### src/rtl/demux_1to2_80bit.sv
// Buffered 1-to-2 stream demultiplexer with a private FIFO per output channel.
// Select steers each accepted input word into channel 0 or channel 1.
module demux_1to2_80bit #(
  parameter int WIDTH = 80,
  parameter int DEPTH = 2
) (
  input  logic             Clock,
  input  logic             Reset_n,
  input  logic [WIDTH-1:0] In,
  input  logic             In_valid,
  output logic             In_ready,
  input  logic             Select,
  output logic [WIDTH-1:0] Out0,
  output logic             Out0_valid,
  input  logic             Out0_ready,
  output logic [WIDTH-1:0] Out1,
  output logic             Out1_valid,
  input  logic             Out1_ready
);

  localparam int AW = (DEPTH > 1) ? $clog2(DEPTH) : 1;
  localparam logic [AW:0] FULL = (AW+1)'(DEPTH);

  logic [WIDTH-1:0] mem0 [DEPTH];
  logic [WIDTH-1:0] mem1 [DEPTH];
  logic [AW-1:0]    wr_ptr0, rd_ptr0, wr_ptr1, rd_ptr1;
  logic [AW:0]      count0, count1;
  logic             full0, full1;
  logic             push0, push1, pop0, pop1;

  assign full0 = (count0 == FULL);
  assign full1 = (count1 == FULL);

  // An unknown Select accepts nothing and reports an unknown ready.
  always_comb begin
    In_ready = 1'b0;
    push0    = 1'b0;
    push1    = 1'b0;
    case (Select)
      1'b0: begin
        In_ready = !full0;
        push0    = In_valid && !full0;
      end
      1'b1: begin
        In_ready = !full1;
        push1    = In_valid && !full1;
      end
      default: In_ready = 1'bx;
    endcase
  end

  assign Out0_valid = (count0 != '0);
  assign Out1_valid = (count1 != '0);
  assign pop0       = Out0_valid && Out0_ready;
  assign pop1       = Out1_valid && Out1_ready;
  assign Out0       = Out0_valid ? mem0[rd_ptr0] : '0;
  assign Out1       = Out1_valid ? mem1[rd_ptr1] : '0;

  always_ff @(posedge Clock) begin
    if (!Reset_n) begin
      wr_ptr0 <= '0;
      rd_ptr0 <= '0;
      count0  <= '0;
      wr_ptr1 <= '0;
      rd_ptr1 <= '0;
      count1  <= '0;
    end else begin
      if (push0) wr_ptr0 <= wr_ptr0 + 1'b1;
      if (pop0)  rd_ptr0 <= rd_ptr0 + 1'b1;
      if (push1) wr_ptr1 <= wr_ptr1 + 1'b1;
      if (pop1)  rd_ptr1 <= rd_ptr1 + 1'b1;
      case ({push0, pop0})
        2'b10:   count0 <= count0 + 1'b1;
        2'b01:   count0 <= count0 - 1'b1;
        default: count0 <= count0;
      endcase
      case ({push1, pop1})
        2'b10:   count1 <= count1 + 1'b1;
        2'b01:   count1 <= count1 - 1'b1;
        default: count1 <= count1;
      endcase
    end
  end

  // Storage needs no reset: the counts gate every read.
  always_ff @(posedge Clock) begin
    if (Reset_n && push0) mem0[wr_ptr0] <= In;
    if (Reset_n && push1) mem1[wr_ptr1] <= In;
  end

endmodule

### config.mk
export PLATFORM = sky130hd
export DESIGN_NAME = demux_1to2_80bit
export DESIGN_NICKNAME = d
export VERILOG_FILES = /design/src/rtl/demux_1to2_80bit.sv
export SDC_FILE = /design/constraint.sdc
export NUM_CORES = 1
export LEC_CHECK = 0
export ABC_AREA = 1
export ABC_CLOCK_PERIOD_IN_PS = 11100
export BUFFER_PORTS_ARGS = -buffer_cell sky130_fd_sc_hd__buf_2
export CAP_MARGIN = 15
export CORE_ASPECT_RATIO = 0.7
export CORE_MARGIN = 2
export CORE_UTILIZATION = 50
export CTS_CLUSTER_SIZE = 10
export DETAILED_ROUTE_END_ITERATION = 6
export GPL_TIMING_DRIVEN = 0
export HOLD_SLACK_MARGIN = 0.12
export PLACE_DENSITY = 0.72
export SYNTH_ARGS = -nofsm -noshare
export SYNTH_HDL_FRONTEND = slang
export SYNTH_SLANG_ARGS = --single-unit
### constraint.sdc
create_clock -name Clock -period 11.1 [get_ports Clock]
set_clock_uncertainty 0.1 [all_clocks]
set_input_delay 0.555 -clock Clock [delete_from_list [all_inputs] [get_ports Clock]]
set_output_delay 0.555 -clock Clock [all_outputs]
set_load 0.05 [all_outputs]
# After elaboration in Yosys (flattened, before gate mapping)
# Memory sizes are Yosys's and may differ from the RTL's. A register that Yosys moved wholly into a read port is not among the register bits.
# Index checks and enable logic that the tools add are counted.
[totals] romBits=0 word_cells=50 input_bits=86 ff_bits=8 ram_bits=320 mem_count=2 latchBits=0
[mem_list] name="mem0" words=2 word_bits=80 read_ports=1 rd_ports_with_merged_regs=1 write_ports=1 line_no="24" source="logic [WIDTH-1:0] mem0 [DEPTH];"
[mem_list] name="mem1" words=2 word_bits=80 read_ports=1 rd_ports_with_merged_regs=1 write_ports=1 line_no="25" source="logic [WIDTH-1:0] mem1 [DEPTH];"
[classes] addsub=8 shift=0 n_bitwise=1 n_div=0 n_mux=15 mul=0 order_cmp=0 reduce_logical=12 n_eq_ne=6
[ops] cell="$mux 80" n=2
[ops] cell="$mux 1" n=10
[ops] cell="$eq 2x2->1 const B" n=4
[ops] cell="$pmux 2 s2" n=2
[ops] cell="$reduce_bool 2->1" n=4
[ops] cell="$logic_and 1x1->1" n=6
[ops] cell="$add 1x1->1 const B" n=4
[ops] cell="$add 2x1->2 const B" n=2
[ops] cell="$eq 2x1->1 const B" n=2
[ops] cell="$sub 2x1->2 const B" n=2
[ops] cell="$logic_not 1->1" n=2
[ops] cell="$pmux 1 s2" n=1
[ops] cell="$not 1->1" n=1

# Logic depth before layout (Yosys ltp)
# Gate-level depths: netlist of the first run.
[depth] word_depth=7 mapped_depth=9 mapped_depth_nobuf=9

# Worst setup path after synthesis of the first run
# No wires, ideal clock.
[synth_timing] kind="input to register" from="in Reset_n" to="mem mem1[1][0], enable pin" setup_slack_ns=6.367 setup_ns=0.519 arrival_time_ns=4.114 required_time_ns=10.481 stages=3 cell_sequence="buf_2 -> nand2_1 -> nor2_1"
[synth_via] elab_chain_len=3
[synth_rtl] element="start, declared" line_no="8" source="input logic Reset_n,"
[synth_rtl] element="$logic_and 1x1->1" line_no="88" source="if (Reset_n && push1) mem1[wr_ptr1] <= In;"
[synth_rtl] element="$mux 1" line_no="88"
[synth_rtl] element="$mux 1 (implied by the code)" line_no="88"
[synth_rtl] element="end, declared" line_no="25"
# Every way passes these cells.

==> flow_summary_export.csv, run 1 <==
group,metric,value,unit
sta,setup_viol,0,
run_status,status,"finished clean",
sta,rsz0062_at_grt,"false",
global_route,grt_pass1_wl,44900,um
floorplanning,coreArea,24700,sq um
power_and_ir_drop,p_leak,6.10,nW
clock_tree,clockBufferDepth,3,
clock_tree,clk_pin_slew,60,ps
route,drt-pass1-iter-count,5,
route,ant_nets,0,
floorplanning,die_w,193,um
synthesis,yosys_warnings,0,
sta,period_share,0.255,
synthesis,ys_types,20,
route,routed_via_density,5.20,
place,io_buffers,248,
power_and_ir_drop,p_per_area,220,nW/um^2
synthesis,yosys.area.top_type,"edfxtp_1",
clock_tree,h-tree-depth,2,
clock_tree,root_buffer,"clkbuf_16",
critical_path,critical_path_peak_fanout,10,
route,wirelength,30200,um
place,post-dp-hpwl,19300,um
global_route,grt-ovfl-total,0,
route,wl_per_cell,19.2,um
power_and_ir_drop,ir_drop,0.157,mV
sta,hold_viol,0,
sta,fmax,354,MHz
sta,drv_slew,0,
clock_tree,cts_hold_buf,0,
critical_path,crit_type,"flop to output port",
sta,finalWorstSetupSlack,8270,ps
power_and_ir_drop,p_total,3.41,mW
critical_path,cp.required,10450,ps
clock_tree,clock-sinks,330,
clock_tree,post_cts_buffers,0,
route,drt_iter0_markers,628,
critical_path,critPathCaptureType,"output port",
global_route,grt_usage,0.225,
global_route,grt_max_degree,53,
sta,max-slew-margin-rel,0.518,
global_route,antenna_found_initial,1,
floorplanning,rows,48,
finish,area_growth,23.2,%
finish,finalNetCount,1319,
place,place.gp.congestion,0.775,
synthesis,synth_flop_cell,"edfxtp_1",
hold_path,min_path_type,"input pin to flop",
finish,finalCoreUtilization,0.626,
clock_tree,numCtsBuffers,39,
place,dpl_worst_slack,8600,ps
synthesis,syn-mean-instance-area,13.4,sq um
synthesis,syn_inst,934,
synthesis,ys_async_sr_fraction,0,
synthesis,syn_area,12600,sq um
route,drc,0,
route,vias,8153,
synthesis,synthTopCellsByCount,"nand2_1, edfxtp_1, a21oi_1",
synthesis,seq_area_frac_synth,0.781,
sta,tns,0,ps
clock_tree,cts_tree,"done",
finish,antenna_cells,0,
sta,worstMarginPinSlew,721,ps
clock_tree,worstSkewPairLatency,520,ps
floorplanning,initial_core_util,0.509,
synthesis,synth_area_leaders,"edfxtp_1, nand2_1, a21oi_1",
floorplanning,dieArea,26400,sq um
synthesis,synthesis.nets,1022,
synthesis,synthMostInstantiatedCell,"nand2_1",
critical_path,cp.arrival,2170,ps
clock_tree,post_cts_resized,0,
synthesis,synth-edff-count,320,
floorplanning,die_y,137,um
job,maxCapViolCount,0,
global_route,grt_pass1_vias,7782,
critical_path,start_kind,"flop",
floorplanning,ios,249,
finish,post_route_cells_drive_above_1_share,0.311,
sta,period_needed,2830,ps
synthesis,yosys_register_bits,330,
synthesis,synth_top_area_share,0.766,
worst max-delay path: stages, from the launching register on:
cell and delay (ps):
dfxtp_1 290, buf_2 200, inv_2 220, buf_2 320
nand2_1 80, a21oi_1 220, buf_2 310
registers in the layout, indices dropped and copies added, names as in the netlist, named ones only:
register	cells
wr_ptr0	1
mem0	160
rd_ptr0	1
count0	2
mem1	160
wr_ptr1	1
count1	2
rd_ptr1	1
layer usage:
layer | wire length (um) | GRT usage | vias up | share of wire
li1 | - | - | 3863 | -
met2 | 13700 | 0.349 | 376 | 0.46
met5 | 0 | 0 | - | 0
met4 | 586 | 0.0636 | 0 | 0.019
met1 | 13200 | 0.326 | 3864 | 0.44
met3 | 2650 | 0.0483 | 50 | 0.088
through the flow:
step	instances	hold slack, ps	instance area (sq um)
5_1_grt	1568	132	15500
3_3_place_gp	1507	370	14200
3_5_place_dp	1515	382	14400
6_report	1568	143	15500
4_1_cts	1568	127	15500
2_1_floorplan	934	358	12600
placed cells by master (no fill, tap or decap), types with 7 or more instances in the layout:
master and n:
dfxtp_1 10, inv_1 8, nand2_1 340, clkbuf_1 10, a21oi_1 142, nor2_1 16
edfxtp_1 320, clkbuf_16 39, a21oi_2 20, buf_2 291, buf_6 7
cell type report:
type	instances	area (sq um)
sequential	330	9810
clock buffer	49	1010
multi-input combinational	537	2390
inverter	16	65.1
fill	1846	9230
clock inverter	4	35.0
buffer	51	308
tap	325	407
timing repair buffer	256	1430
worst paths after layout:
kind	start	end	slack (ps)	depth (start not counted)
setup reg to reg	count1[0]	mem1[1][67]	8800	6
hold / removal	In[16]	mem1[0][16]	140	1
hold reg to reg	wr_ptr1	wr_ptr1	390	2
setup / recovery	flop	Out0[33]	8270	6
where the power goes:
part | switching, mW | internal [mW]
Combinational | 0.719 | 0.184
Clock | 0.447 | 0.636
Sequential | 0.0131 | 1.41
cell families after synthesis:
| family | after synthesis | share of synthesized area |
|---|---|---|
| AND/OR/NAND/NOR | 371 | 0.116 |
| flip-flops | 330 | 0.781 |
| AO/OA/AOI/OAI | 164 | 0.0714 |
| buffers and inverters | 67 | 0.0293 |
| adder cells (fa/ha/maj) | 2 | 0.00199 |
Power figures use the tool's default switching activity.
==> run 2, diff against run 1 <==
Settings changed: ABC_CLOCK_PERIOD_IN_PS 11100 to 2660.
Clock period 11.1 ns to 2.66 ns, I/O delays scaled along.
==> run 2 against run 1 <==
- count of clock-buffer cells in the layout up 7
- flip-flop and latch count is the same
- first-iteration DRC count increased by 9.4%
- non-clock buffer count grew 91
- critical path type unchanged
- via count grew 6.0%
- largest cell class unchanged
- global-route usage rose by 1.6 points
- die area unchanged
==> flow_summary_export.csv, run 2 (synthesis gave the netlist of run 1 again) <==
group,metric,value,unit
critical_path,cp.arrival,2150,ps
critical_path,critical-path-slowest-cell,"buf_2",
finish,antenna_cells,0,
sta,rsz0062_at_grt,"false",
global_route,grt_pass1_vias,8534,
critical_path,crit_type,"flop to output port",
finish,final_cells,1662,
clock_tree,numCtsBuffers,38,
floorplanning,dieArea,26400,sq um
finish,post_route_cells_drive_above_1_share,0.289,
clock_tree,clockBufferDepth,3,
finish,regArea,9810,sq um
global_route,grt_usage,0.241,
hold_path,min_path_type,"input pin to flop",
route,ant_nets,0,
place,io_buffers,248,
power_and_ir_drop,p_leak,6.48,nW
global_route,antenna_found_initial,0,
place,post-dp-hpwl,20300,um
critical_path,cp_top_family,"buffers and inverters",
floorplanning,ios,249,
power_and_ir_drop,ir_drop,0.557,mV
hold_path,holdPathStages,2,
hold_path,min_to,"mem1[1][4]",
floorplanning,die_w,193,um
route,drt_iter0_markers,687,
critical_path,cpPeakStageDelay,330,ps
finish,layout_commonest_cell,"nand2_1",
sta,worstMarginPinSlew,656,ps
critical_path,r2r.worst_path.cells,5,
sta,drv_slew,0,
power_and_ir_drop,p_seq_frac,0.410,
critical_path,path_buf_inv,4,
clock_tree,clk_pin_slew,60,ps
clock_tree,clock-sinks,330,
floorplanning,initial_core_util,0.509,
sta,max-slew-margin-rel,0.562,
sta,period_share,0.895,
finish,n_fill_cell,1788,
clock_tree,h-tree-depth,2,
global_route,grt_pass1_wl,48500,um
job,maxCapViolCount,0,
floorplanning,rows,48,
global_route,grt_max_degree,35,
route,vias,8641,
route,wirelength,32100,um
clock_tree,root_buffer,"clkbuf_16",
clock_tree,cts_tree,"done",
critical_path,cp.required,2430,ps
route,drt-pass1-iter-count,5,
power_and_ir_drop,swShare,0.343,
critical_path,start_kind,"flop",
finish,finalNetCount,1409,
power_and_ir_drop,p_per_area,882,nW/um^2
critical_path,crit_chain,"buf_2 -> inv_2 -> buf_2 -> nand2_1 -> a21oi_1 -> buf_2",
floorplanning,coreArea,24700,sq um
sta,hold_viol,0,
place,place_inst,1517,
critical_path,critPathCaptureType,"output port",
route,drc,0,
route,wl_per_cell,19.3,um
finish,final_cell_mix,"nand2_1, edfxtp_1, buf_2",
finish,multi_input_area,2390,sq um
power_and_ir_drop,switchingPower,4.97,mW
critical_path,cp_common_cell,"buf_2",
sta,finalWorstSetupSlack,279,ps
run_status,status,"finished clean",
global_route,grt-ovfl-total,0,
floorplanning,die_y,137,um
power_and_ir_drop,combPwrFrac,0.270,
sta,setup_viol,0,
finish,largestRegisters,"mem0 (160), mem1 (160)",
hold_path,min_from,"In[4]",
clock_tree,worstSkewPairLatency,500,ps
finish,area_growth,30.7,%
critical_path,r2r_slack,320,ps
sta,hold_ws,274,ps
power_and_ir_drop,clkPwrFrac,0.321,
place,place.gp.congestion,0.749,
sta,fmax,420,MHz
critical_path,critical_path_peak_fanout,10,
critical_path,timing.rr.end,"mem0[0][71]",
critical_path,worstReg2RegStart,"count0[1]",
clock_tree,post_cts_buffers,0,
place,dpl_worst_slack,309,ps
power_and_ir_drop,internal-power,9.51,mW
sta,period_needed,2380,ps
route,routed_via_density,5.20,
==> run 2: per-layer routing <==
layer | up-vias | GRT usage | share of wire
met5 | - | 0 | 0
met4 | 0 | 0.0755 | 0.022
met3 | 45 | 0.0468 | 0.075
met2 | 381 | 0.378 | 0.46
met1 | 4164 | 0.346 | 0.44
li1 | 4051 | - | -
==> run 2: stage by stage <==
stage | instance area [sq um] | utilization | power (mW) | TNS [ps]
floorplan | 12600 | - | 8.74 | 0
global placement | 14200 | 0.576 | 9.79 | -221090
detailed placement | 14400 | 0.585 | 9.83 | 0
CTS | 16400 | 0.665 | 14.6 | 0
global route | 16400 | 0.665 | 15.0 | 0
finish | 16400 | 0.665 | 14.5 | 0
==> run 2: final cells by class <==
type	count	share of cell area
inverters	16	0.00412
flip-flops and latches	330	0.598
multi-input cells	537	0.146
repair buffers	347	0.143
clock buffers	56	0.0660
well taps	325	0.0248
plain buffers	51	0.0188
==> run 2: worst max path at each step <==
stage	start	endpoint	slack, ps	cells past startpoint
floorplan	count0[0]	mem0[1][0]	230	4
global placement	count0[1]	mem0[0][67]	-730	3
global route	flop	Out1[20]	140	6
detailed placement	count0[1]	mem0[0][67]	310	5
finish	flop	Out0[38]	280	6
CTS	flop	Out1[20]	240	6
==> run 2: repair_timing <==
item                      in CTS  in global routing
gates resized for setup        0                  0
hold buffers                  89                  0
hold endpoints to repair     353                  0
==> run 2: power groups by stage <==
stage	registers (mW)	clock network [mW]	logic, mW
floorplan	6.03	0	2.71
global placement	6.04	0	3.75
detailed placement	6.03	0	3.80
CTS	5.93	4.71	3.92
global route	5.94	4.92	4.13
finish	5.93	4.64	3.91
